**config.mk**
```make
export PLATFORM = sky130hd
export DESIGN_NAME = mem_port_arbiter
export DESIGN_NICKNAME = d
export VERILOG_FILES = /design/src/rtl/rv32i_types.sv /design/src/rtl/mem_arb_pick.sv /design/src/rtl/mem_port_arbiter.sv
export SDC_FILE = /design/constraint.sdc
export NUM_CORES = 1
export LEC_CHECK = 0
export ABC_AREA = 1
export CORE_AREA = 2 2 108 110
export CTS_CLUSTER_DIAMETER = 80
export DETAILED_ROUTE_END_ITERATION = 12
export DIE_AREA = 0 0 110 112
export GPL_TIMING_DRIVEN = 0
export PLACE_DENSITY = 0.77
export SYNTH_ARGS = -nofsm -noshare
export SYNTH_HDL_FRONTEND = slang
export SYNTH_HIERARCHICAL = 1
export SYNTH_SLANG_ARGS = --single-unit
```
**constraint.sdc**
```tcl
create_clock -name clk -period 3.3 [get_ports clk]
set_input_delay 0.495 -clock clk [delete_from_list [all_inputs] [get_ports clk]]
set_output_delay 0.495 -clock clk [all_outputs]
set_load 0.01 [all_outputs]
```
**src/rtl/rv32i_types.sv**
```systemverilog
// Shared rv32i types plus the state and grant encodings used by the memory port arbiter.
package rv32i_types;

  localparam int unsigned RV32I_XLEN   = 32;
  localparam int unsigned RV32I_MASK_W = RV32I_XLEN / 8;

  typedef logic [RV32I_XLEN-1:0]   rv32i_word;
  typedef logic [RV32I_MASK_W-1:0] rv32i_mem_wmask;

  typedef enum logic [1:0] {
    IDLE   = 2'd0,
    I_BUSY = 2'd1,
    D_BUSY = 2'd2
  } arb_state_t;

  typedef enum logic {
    INST = 1'b0,
    DATA = 1'b1
  } arb_grant_t;

endpackage

```
**src/rtl/mem_arb_pick.sv**
```systemverilog
// Combinational round-robin picker: a lone requester wins outright.
// On conflict, the side that did not win last time wins.
module mem_arb_pick
  import rv32i_types::*;
(
  input  logic       pend_inst_i,
  input  logic       pend_data_i,
  input  arb_grant_t last_grant_i,
  output logic       grant_valid_c_o,
  output arb_grant_t grant_sel_c_o
);

  always_comb begin
    grant_valid_c_o = pend_inst_i | pend_data_i;
    grant_sel_c_o   = INST;
    if (pend_inst_i && pend_data_i) begin
      grant_sel_c_o = (last_grant_i == INST) ? DATA : INST;
    end else if (pend_data_i) begin
      grant_sel_c_o = DATA;
    end
  end

endmodule

```
**src/rtl/mem_port_arbiter.sv**
```systemverilog
// Shares one memory port between an instruction-fetch master and a load/store master.
// Only one transaction is in flight at a time; address, data and mask are latched at grant.
module mem_port_arbiter
  import rv32i_types::*;
#(
  parameter int unsigned ADDR_W = 32,
  parameter int unsigned DATA_W = 32
) (
  input  logic                clk,
  input  logic                rst,
  input  logic                i_read,
  input  logic [ADDR_W-1:0]   i_address,
  output logic [DATA_W-1:0]   i_rdata,
  output logic                i_resp,
  input  logic                d_read,
  input  logic                d_write,
  input  logic [ADDR_W-1:0]   d_address,
  input  logic [DATA_W-1:0]   d_wdata,
  input  logic [DATA_W/8-1:0] d_byte_enable,
  output logic [DATA_W-1:0]   d_rdata,
  output logic                d_resp,
  output logic                mem_read,
  output logic                mem_write,
  output logic [ADDR_W-1:0]   mem_address,
  output logic [DATA_W-1:0]   mem_wdata,
  output logic [DATA_W/8-1:0] mem_byte_enable,
  input  logic [DATA_W-1:0]   mem_rdata,
  input  logic                mem_resp
);

  localparam int unsigned BE_W = DATA_W / 8;

  arb_state_t        state_q, state_d;
  arb_grant_t        last_q, last_d;
  logic [ADDR_W-1:0] addr_q, addr_d;
  logic [DATA_W-1:0] wdata_q, wdata_d;
  logic [BE_W-1:0]   be_q, be_d;
  logic              wr_q, wr_d;

  logic       grant_valid;
  arb_grant_t grant_sel;

  mem_arb_pick u_pick (
    .pend_inst_i     (i_read),
    .pend_data_i     (d_read | d_write),
    .last_grant_i    (last_q),
    .grant_valid_c_o (grant_valid),
    .grant_sel_c_o   (grant_sel)
  );

  always_ff @(posedge clk) begin
    if (rst) begin
      state_q <= IDLE;
      last_q  <= INST;
      addr_q  <= '0;
      wdata_q <= '0;
      be_q    <= '1;
      wr_q    <= 1'b0;
    end else begin
      state_q <= state_d;
      last_q  <= last_d;
      addr_q  <= addr_d;
      wdata_q <= wdata_d;
      be_q    <= be_d;
      wr_q    <= wr_d;
    end
  end

  // Next state, grant latching and completion routing.
  always_comb begin
    state_d = state_q;
    last_d  = last_q;
    addr_d  = addr_q;
    wdata_d = wdata_q;
    be_d    = be_q;
    wr_d    = wr_q;
    i_resp  = 1'b0;
    d_resp  = 1'b0;
    case (state_q)
      IDLE: begin
        if (grant_valid) begin
          last_d = grant_sel;
          if (grant_sel == INST) begin
            addr_d  = i_address;
            be_d    = '1;
            wr_d    = 1'b0;
            state_d = I_BUSY;
          end else begin
            addr_d  = d_address;
            wdata_d = d_wdata;
            wr_d    = d_write;
            be_d    = d_write ? d_byte_enable : '1;
            state_d = D_BUSY;
          end
        end
      end
      I_BUSY: begin
        if (mem_resp) begin
          i_resp  = 1'b1;
          state_d = IDLE;
        end
      end
      D_BUSY: begin
        if (mem_resp) begin
          d_resp  = 1'b1;
          state_d = IDLE;
        end
      end
      default: state_d = IDLE;
    endcase
  end

  // Strobes decode directly from registered state so they hold for the whole busy period.
  assign mem_read        = (state_q == I_BUSY) || ((state_q == D_BUSY) && !wr_q);
  assign mem_write       = (state_q == D_BUSY) && wr_q;
  assign mem_address     = addr_q;
  assign mem_wdata       = wdata_q;
  assign mem_byte_enable = be_q;
  assign i_rdata         = mem_rdata;
  assign d_rdata         = mem_rdata;

endmodule

```
==> qor.txt <==
Status: completed
IO Port Bufs: 240
WL final: 11.9 mm
Synth cell count leaders: nand2_1, buf_4, dfxtp_1
Top cells by area, synth: dfxtp_1, nand2_1, buf_4
Final Hold Viols: 0
Rows: 39
Finished Layout Cells: 905
Drt first-iter violations: 129
WL/cell: 13.1 um
Clock Skew: 0.00791 ns
Avg Cell Area, Syn: 7.02 um^2
CTS buffer count: 9
DR vias/cell: 4.46
Gates resized, CTS repair: 0
Placed cells: 890
Pins Over Slew Limit: 0
Met3 routed WL: 1.27 mm
Top routing layer in use: met4
Maximum clock rate: 0.458 GHz
Tcrit/Tclk final: 0.662
Maximum vdd drop: 0.419 mV
Worst Path Max Fanout: 3
Setup TNS: 0 ns
Final setup viols: 0
Worst skew pair latency: 0.33 ns
Main flop type after synthesis: dfxtp_1
Reg-to-Reg End: mem_address[3]$_SDFFE_PP0P_
MaxCap Viol Count: 0
FF-to-FF Start: state_q[0]$_SDFFE_PP0P_
Crit end category: primary output
Syn Nets: 648
Worst min path class: reg -> reg
Flop and latch count out of synthesis: 72
EDFF count, synth: 0
DRT Pass-1 Iters: 4
Final hold slack: 0.462 ns
Leak Pwr: 0.00287 uW
Wire length on met1: 4.28 mm
Vias post-DR: 4038
Die Y: 112 um
Synth-to-Final Area Change: 80.8%
Synth area leader: dfxtp_1
Pin count of the biggest net entering global routing: 13
Cells after synthesis: 507
H-tree lvl count: 3
CORE AREA: 11200 um^2
CP Launch Type: flip-flop
Root buffer cell: clkbuf_16
Overflow left after global routing: 0
Number of antenna violations at the first check in global routing: 0
First-pass GRT wire length: 18.2 mm
Maximum clock path buffer count: 2
CTS tree: yes
Ys async rst share: 0
DRC: 0
Total track usage: 0.186
IO Count: 274
RSZ-0062 raised after global routing: no
PD cells: 490 nW/um^2
Die area: 12300 um^2
Hold-fix buffers, CTS: 0
Setup Fix Bufs, Post-CTS: 0
Register-to-Register Path Depth: 7
Netlist cell types: 20
Sequential-to-total area share from yosys stat: 0.405
Initial Util: 0.319
Final min period: 2.18 ns
Post-route ant nets: 0
CP Launch Point: state_q[0]$_SDFFE_PP0P_
Nets: 899
Yosys warnings: 6
Worst path arrival time: 1.69 ns
TritonCTS sink count: 72
Worst-Margin Slew: 0.520 ns
Count leader, synth: nand2_1
Slew HR: 0.653
Worst-path clk slew: 0.05 ns
WL met2: 6.19 mm
Yosys top cell area share: 0.405
GP Congestion: 0.794
Critical path class: reg -> out
Required time worst endpoint: 2.80 ns
Die width: 110 um
CP endpoint: mem_read
Reg-to-reg slack, setup: 1.84 ns
Post-synthesis cell area: 3560 um^2
Post-DP HPWL: 9.46 mm
Vias in the first global route: 4066
Share of layout cells above drive strength 1: 0.143
Antenna diodes: 0
-- state kept, by name, summed over array words and instances (netlist names) --
signal	flops
last_q	1
mem_wdata	32
state_q	2
mem_address	32
mem_byte_enable	4
wr_q	1
-- stage by stage --
stage	total power (uW)	worst slack, ns	cell area, um^2	utilization
CTS	3200	1.11	6440	0.576
finish	3160	1.12	6440	0.576
global placement	2200	0.871	6140	0.550
detailed placement	2220	0.849	6140	0.550
floorplan	1620	1.59	3560	-
global route	3330	1.01	6440	0.576
-- placed cells by master, fill, tap and decap left out --
cell type	instances
nor2_1	65
o21ai_1	2
buf_2	11
clkinv_2	1
nand3b_1	4
clkbuf_8	1
a21oi_1	37
ha_1	3
nand3_1	4
or2_1	1
clkinvlp_4	3
clkdlybuf4s50_1	240
buf_6	5
nand2_1	181
inv_1	10
or2_2	1
inv_2	3
nand2_4	1
o21ai_0	30
dfxtp_1	72
buf_4	72
clkbuf_16	9
o21bai_1	1
bufinv_16	1
buf_1	3
nor2_8	1
-- where the power goes --
| group | internal, uW | switching, uW |
|---|---|---|
| logic | 612 | 510 |
| registers | 1010 | 69.6 |
| clock network | 600 | 360 |
| total | 2220 | 939 |
-- worst max-delay path: stages (launching register included) --
cell	delay, ns
dfxtp_1	0.33
inv_1	0.09
ha_1	0.19
inv_1	0.05
o21bai_1	0.12
clkdlybuf4s50_1	0.59
-- per-layer routing --
| layer | vias to the layer above | track usage |
|---|---|---|
| met5 | - | 0 |
| met2 | 177 | 0.348 |
| met1 | 1833 | 0.188 |
| met3 | 15 | 0.0732 |
| li1 | 2013 | - |
| met4 | 0 | 0.0456 |
-- logic make-up after synthesis --
group / share of synthesized area
AND/OR/NAND/NOR: 0.286
buffers and inverters: 0.200
flip-flops: 0.405
AO/OA/AOI/OAI: 0.0991
adder cells (fa/ha/maj): 0.0105
-- how the worst min path moves through the flow --
| stage | startpoint | endpoint | slack, ns | cells past startpoint |
|---|---|---|---|---|
| floorplan | last_q$_SDFFE_PP0P_ | last_q$_SDFFE_PP0P_ | 0.44 | 2 |
| global placement | mem_address[8]$_SDFFE_PP0P_ | mem_address[8]$_SDFFE_PP0P_ | 0.45 | 2 |
| detailed placement | mem_address[27]$_SDFFE_PP0P_ | mem_address[27]$_SDFFE_PP0P_ | 0.45 | 2 |
| CTS | rst | mem_address[9]$_SDFFE_PP0P_ | 0.46 | 2 |
| global route | mem_address[27]$_SDFFE_PP0P_ | mem_address[27]$_SDFFE_PP0P_ | 0.48 | 2 |
| finish | mem_address[27]$_SDFFE_PP0P_ | mem_address[27]$_SDFFE_PP0P_ | 0.46 | 2 |
-- final cells by class --
cell class                      count  area (um^2)
Fill cell                        1028         4740
Timing Repair Buffer              240         2400
Sequential cell                    72         1440
Multi-Input combinational cell    331         1410
Buffer                             91          663
Clock buffer                       10          239
Tap cell                          143          179
Clock inverter                      5         57.6
Inverter                           13         48.8
Note: power is estimated with default switching activity, not from simulation.
